==> src/rtl/piso_tx_ctrl_pkg.sv <==
// Shared types and helpers for the parallel-to-serial transmit sequencer.
package piso_tx_ctrl_pkg;

   // Sequencer states; SETTLE absorbs the registered output of the shift memory.
   typedef enum logic [2:0] {
      IDLE,
      LOAD,
      SETTLE,
      SEND,
      SHIFT,
      DONE
   } state_t;

   // Width of a word index for an n-element vector, never narrower than one bit.
   function automatic int idx_w(input int n);
      int w;
      w = $clog2(n);
      return (w < 1) ? 1 : w;
   endfunction

endpackage

==> src/rtl/piso_tx_ctrl_pisomem.sv <==
// Parallel-in serial-out word memory: load a whole vector, then shift one
// element per enable toward slot 0. The output is a registered copy of slot 0,
// so it trails the shift registers by one cycle.
module pisoMem #(
   parameter int IWIDTH  = 10,
   parameter int NINPUTS = 8
) (
   input  logic                        clk,
   input  logic                        rst,
   input  logic                        load,
   input  logic                        en,
   input  logic [NINPUTS*IWIDTH-1:0]   in,
   output logic [IWIDTH-1:0]           out
);

   logic [IWIDTH-1:0] shift_regs [NINPUTS];

   // Load the vector, or shift it down by one element, and register slot 0.
   always_ff @(posedge clk) begin
      if (rst) begin
         for (int i = 0; i < NINPUTS; i++) begin
            shift_regs[i] <= '0;
         end
         out <= '0;
      end else begin
         if (load) begin
            for (int i = 0; i < NINPUTS; i++) begin
               shift_regs[i] <= in[i*IWIDTH +: IWIDTH];
            end
         end else if (en) begin
            for (int i = 0; i < NINPUTS - 1; i++) begin
               shift_regs[i] <= shift_regs[i+1];
            end
            shift_regs[NINPUTS-1] <= '0;
         end
         out <= shift_regs[0];
      end
   end

endmodule

==> src/rtl/piso_tx_ctrl.sv <==
// Drains one parallel result vector, element 0 first, into a single-word
// serial consumer through a tx_start/tx_ready handshake. Owns the load, shift
// and reset strobes of the internal pisoMem.
module piso_tx_ctrl
   import piso_tx_ctrl_pkg::*;
#(
   parameter int IWIDTH  = 10,
   parameter int NINPUTS = 8
) (
   input  logic                           clk,
   input  logic                           rst,
   input  logic                           start,
   input  logic [NINPUTS*IWIDTH-1:0]      in,
   input  logic                           tx_ready,
   output logic                           tx_start,
   output logic [IWIDTH-1:0]              tx_data,
   output logic                           busy,
   output logic                           done,
   output logic [idx_w(NINPUTS)-1:0]      word_idx
);

   localparam int                IDX_W    = idx_w(NINPUTS);
   localparam logic [IDX_W-1:0]  LAST_IDX = IDX_W'(NINPUTS - 1);

   state_t            state;
   state_t            state_next;
   logic [IDX_W-1:0]  word_idx_next;
   logic              mem_load;
   logic              mem_en;
   logic [IWIDTH-1:0] mem_out;

   pisoMem #(
      .IWIDTH  (IWIDTH),
      .NINPUTS (NINPUTS)
   ) u_mem (
      .clk  (clk),
      .rst  (rst),
      .load (mem_load),
      .en   (mem_en),
      .in   (in),
      .out  (mem_out)
   );

   // State and word counter; reset abandons any transfer without a done pulse.
   always_ff @(posedge clk) begin
      if (rst) begin
         state    <= IDLE;
         word_idx <= '0;
      end else begin
         state    <= state_next;
         word_idx <= word_idx_next;
      end
   end

   // Next-state, counter update and output decode from state, word_idx and tx_ready.
   always_comb begin
      state_next    = state;
      word_idx_next = word_idx;
      mem_load      = 1'b0;
      mem_en        = 1'b0;
      tx_start      = 1'b0;
      tx_data       = '0;
      busy          = 1'b1;
      done          = 1'b0;

      case (state)
         IDLE: begin
            busy = 1'b0;
            if (start) begin
               state_next = LOAD;
            end
         end
         LOAD: begin
            mem_load      = 1'b1;
            word_idx_next = '0;
            state_next    = SETTLE;
         end
         SETTLE: begin
            // pisoMem out catches up with the new slot 0 here.
            state_next = SEND;
         end
         SEND: begin
            if (tx_ready) begin
               tx_start = 1'b1;
               tx_data  = mem_out;
               if (word_idx == LAST_IDX) begin
                  state_next = DONE;
               end else begin
                  state_next = SHIFT;
               end
            end
         end
         SHIFT: begin
            mem_en        = 1'b1;
            word_idx_next = word_idx + IDX_W'(1);
            state_next    = SETTLE;
         end
         DONE: begin
            done       = 1'b1;
            state_next = IDLE;
         end
         default: begin
            state_next = IDLE;
         end
      endcase
   end

endmodule

==> config.mk <==
export PLATFORM = sky130hd
export DESIGN_NAME = piso_tx_ctrl
export DESIGN_NICKNAME = d
export VERILOG_FILES = /design/src/rtl/piso_tx_ctrl_pkg.sv /design/src/rtl/piso_tx_ctrl_pisomem.sv /design/src/rtl/piso_tx_ctrl.sv
export SDC_FILE = /design/constraint.sdc
export NUM_CORES = 1
export LEC_CHECK = 0
export BUFFER_PORTS_ARGS = -buffer_cell sky130_fd_sc_hd__clkbuf_2
export CAP_MARGIN = 5
export CORE_AREA = 3 3 101 103
export DETAILED_ROUTE_END_ITERATION = 10
export DIE_AREA = 0 0 104 106
export PLACE_DENSITY = 0.68
export SETUP_SLACK_MARGIN = 0.2
export SLEW_MARGIN = 30
export SYNTH_ARGS = -nofsm -noshare
export SYNTH_HDL_FRONTEND = slang
export SYNTH_HIERARCHICAL = 1
export SYNTH_SLANG_ARGS = --single-unit
export TNS_END_PERCENT = 30
==> constraint.sdc <==
create_clock -name clk -period 3.03 [get_ports clk]
set_input_delay 0.1515 -clock clk [delete_from_list [all_inputs] [get_ports clk]]
set_output_delay 0.1515 -clock clk [all_outputs]
set_load 0.01 [all_outputs]
Word-level counts from Yosys, hierarchy flattened --
Memories as Yosys holds them, arrays and structs flattened. A register that Yosys moved wholly into a read port is not among the register bits. Index checks and enable logic that the tools add are counted.
Storage, ports and cells: register bits after elaboration 6, memory bits (writable) 80, input bits 84, logic and storage cells 70, memories 1
Operators by class: $add $sub $neg 1, eq/ne operators 8, muxes and demuxes 38, bitwise gates (word level) 16, reductions and logical operators 4
Memory list:
- u_mem.shift_regs | words 8, bits a word 10, read ports 8, clocked after memory_dff 1, wr ports 8, line piso_tx_ctrl_pisomem.sv:16 | logic [IWIDTH-1:0] shift_regs [NINPUTS];
Operators with widths (count):
- 10-bit two-way mux | 18
- 1-bit two-way mux | 16
- 1-bit OR | 16
- 3-bit one-hot mux with 4 select lines | 1
- 3-bit == test, second input constant | 3
- 3-bit by 2-bit == test with 1-bit output, second input constant | 2
- 3-bit two-way mux | 2
- 3-bit one-hot mux with 2 select lines | 1
- 2-bit inequality test, second input constant | 2
- 3-bit by 1-bit adder with 3-bit output, second input constant | 1
- 3-bit by 1-bit == test with 1-bit output, second input constant | 1
- 3-bit zero test | 1
- 2-bit AND reduction | 1
- 2-bit nonzero test | 1
- 2-bit OR reduction | 1

Logic depth before layout (Yosys ltp) --
depth in word-level cells 7, gate-level depth with buffers 7

By module --
The synthesis kept the hierarchy.
By module, submodules not included:
- pisoMem | instances 1, cells an instance 265, area an instance 3813.7 µm², sequential area each 2502.4 µm²
- piso_tx_ctrl | instances 1, cells an instance 49, area an instance 417.9 µm², sequential area each 120.1 µm²

Least setup slack after synthesis --
Ideal clock, no wire load.
path kind reg-to-reg, from reg state[2], to mem u_mem.shift_regs[0][0], enable pin, arrival 1.796 ns, required time 2.642 ns, slack 0.846 ns, cell stages (with the launch flop) 6, buffers on the path 3, clock period less this slack 2.184 ns, cells stage by stage dfxtp_1 -> buf_4 -> nor3b_1 -> buf_6 -> clkbuf_1 -> or3_1
RTL lines:
- from (decl) | line piso_tx_ctrl.sv:25 | state_t state;
- from (signal assigned) | line piso_tx_ctrl.sv:50 | state <= state_next;
- to (decl) | line piso_tx_ctrl_pisomem.sv:16

==> results.ini <==
[place]
place_hpwl_um=5814
place_inst=516
numPortBuffers=99
gp_routability_congestion=0.7580

[pwr]
power-per-cell-area_mw_per_mm2=536.2
power_leakage_nw=1.881
max-vdd-ir-drop_v=0.0002260

[worst_setup_path]
setup.reg_to_reg.worst_slack_ns=0.77
cpMaxStageDelayCell=dfxtp_1
crit_start=state[2]
worst_setup_path_end_kind=flip-flop
worstPathMaxFanout=64
critical_path_cell_count=4
regToRegStartpoint=state[2]
r2r_depth=4
critical_path.top_delay_family=buffers and inverters
critical_path_class=reg2reg
timing.rr.end=u_mem/shift_regs[4][0]
critical_path.n_buffers_inverters=2
worst_setup_path_endpoint=u_mem/shift_regs[4][0]
cp_common_cell=buf_4
cp_data_required_time_ns=3.04
startpoint_type=flip-flop
max_stage_delay_ns=0.61
worstPathCellList=and2_2 -> buf_4 -> or3_1 -> buf_4
worst-endpoint-arrival_ns=2.27

[timing]
timing.final.setup_violations=0
max_freq_ghz=0.4423
rsz_0062_raised_after_global_routing=no
fin_crit_sh_pct=74.62
finClkSkew_ns=0.01180
maxSlewViolCount=0
timing_worst_slew_pin_value_ns=0.6265
max_slew_margin_pct=58.23
hold-worst-slack_ns=0.02816
timing_hold_violations_final=0
setup_tns_after_final_layout_ns=0
fin_crit_ns=2.261

[logic_synthesis]
synth_simple_gate_area_share_pct=14.02
adder_cell_area_share_of_the_yosys_netlist_pct=0.5914
ys_seq_elements=96
synth_edf_count=70
yosysSeqAreaShare_pct=61.98
post_syn_area_per_cell_um2=13.48
synthXorXnorAreaFrac_pct=0
async_flop_share_pct=0
synthCells=314
post_synth_instance_area_mm2=0.004232
synthesis_warnings=6
dominantRegCellSynth=edfxtp_1
syn_nets=400
synthDistinctLibCells=35
dominant_combinational_cell_family_by_area_after_synthesis=compound AO/OA/AOI/OAI gates
synth-compound-area-share_pct=15.76
muxShareOfSynthArea_pct=2.365

[final_layout]
proportion_of_layout_cells_with_a_drive_suffix_above_1_pct=32.26
n_antenna_cell=0
post_route_core_utilization_pct=53.18
design.final.nets=484
fillCellCount=851
finish.cell_count_without_fillers=532
syn_to_final_growth_pct=16.68

[run]
maxCapViolations=0

[global_route]
antenna_found_initial=0
grt_first_pass_wirelength_um=13830
pin_count_of_the_biggest_net_entering_global_routing=65
globalRouteOverflowTotal=0
grt_pass1_vias=2828
gr-usage-all-layers_pct=15.63

[route]
postRouteWirelength_um=8503
detailroute.via_count=2827
first_pass_iters=4
drt-initial-drc-count=203
postRouteAntennaNets=0
route.detailed.drc=0
wire_per_inst_um=15.98
avgViaCountPerCell=5.314

[clocking]
cts_made_buffers=9
clkLatencyLatePin_ns=0.35
tritoncts_clock_tree=done
cts.repair.resized=0
clock-sinks=96
cts.clk_slew.worst_paths_ns=0.10
clock_root_buffer=clkbuf_8
post_cts_buffers=0
postCtsHoldBufs=0
clock_path_buffers=2
cts-htree-levels=3

[die]
top_level_ports=100
core_area_mm2=0.009284
num_rows=35
die_h_um=106
die_area_mm2=0.01102
chipWidth_um=104
initial_utilization_pct=45.58

[run_status]
outcome=finished clean

[worst_hold_path]
hold_path.class=in2reg

==> stage by stage <==
step | setup WS (ns) | area (µm²) | total power [W]
2_1_floorplan | 0.8463 | 4232 | 0.001743
3_3_place_gp | 0.8286 | 4735 | 0.001829
3_5_place_dp | 0.7870 | 4737 | 0.001837
4_1_cts | 0.7807 | 4937 | 0.002675
5_1_grt | 0.6015 | 4937 | 0.002772
6_report | 0.7690 | 4937 | 0.002647
==> sequential cells by signal, indices dropped and copies added, names as in the netlist <==
name,cells
u_mem/shift_regs,80
state,3
word_idx,3
u_mem/out,10
==> layer usage <==
layer	share of wire [%]	up-vias	track usage, %	wire length, µm
met5	0	-	0	0
met4	1.6	0	5.318	134
met3	5.0	13	3.643	428
met2	49	91	25.81	4175
met1	44	1334	20.37	3765
li1	-	1389	-	-
==> kinds of logic after synthesis <==
family	Yosys count
AOI/OAI and AO/OA	79
adders and majority gates	2
buffers and inverters	35
DFF	96
muxes	10
and+or+nand+nor	92
==> worst min path at each step <==
stage | start | endpoint | cells past startpoint
after floorplan | rst | word_idx[1] | 1
after global placement | in[74] | u_mem/shift_regs[7][4] | 3
after detailed placement | in[74] | u_mem/shift_regs[7][4] | 3
after CTS | in[74] | u_mem/shift_regs[7][4] | 3
after global routing | in[78] | u_mem/shift_regs[7][8] | 3
final | in[74] | u_mem/shift_regs[7][4] | 3
==> worst register-to-register path, stage by stage (launching register included) <==
cell	delay, ns
dfxtp_1	0.61
and2_2	0.24
buf_4	0.52
or3_1	0.20
buf_4	0.36
==> Yosys cell counts, drive strengths merged (11+ instances only) <==
cell type / number / area (µm²)
buf: 23 / 177.7
o21ai: 12 / 60.06
dfxtp: 26 / 520.5
edfxtp: 70 / 2102
a32o: 51 / 510.5
a21oi: 11 / 55.05
and2: 11 / 68.82
nand2: 12 / 45.04
nand3b: 20 / 150.1
nor2b: 12 / 82.58
clkbuf: 11 / 42.54
nand2b: 20 / 125.1
==> layout make-up <==
type                            count  area, µm²  area share [%]
Clock buffer                        9      123.9           2.509
Multi-Input combinational cell    183       1394           28.23
Tap cell                          129      161.4           3.269
Inverter                            1      3.754         0.07603
Timing Repair Buffer              107      555.5           11.25
Clock inverter                      7      76.32           1.546
Sequential cell                    96       2623           53.12
==> cells in the final DEF (no fill, tap or decap), types with 2 or more instances in the layout <==
cell      instances
a21oi_1          11
a31oi_1           3
a32o_1           51
and2_1           10
buf_4             8
clkbuf_2         99
clkbuf_8          9
dfxtp_1          26
edfxtp_1         70
ha_1              2
inv_6             2
mux2i_1          10
nand2_1          12
nand2b_1         20
nand3_1           2
nand3b_1         20
nor2_1            3
nor2b_1          10
nor4bb_1          2
o21ai_0           8
o21ai_1           4
or3_1             3
==> report_power, final <==
part / leakage (nW) / switching (W) / internal, W
Combinational: 0.825 / 0.000140 / 0.000105
Sequential: 0.952 / 0.0000359 / 0.00152
Clock: 0.104 / 0.000452 / 0.000391
Power figures use the tool's default switching activity.
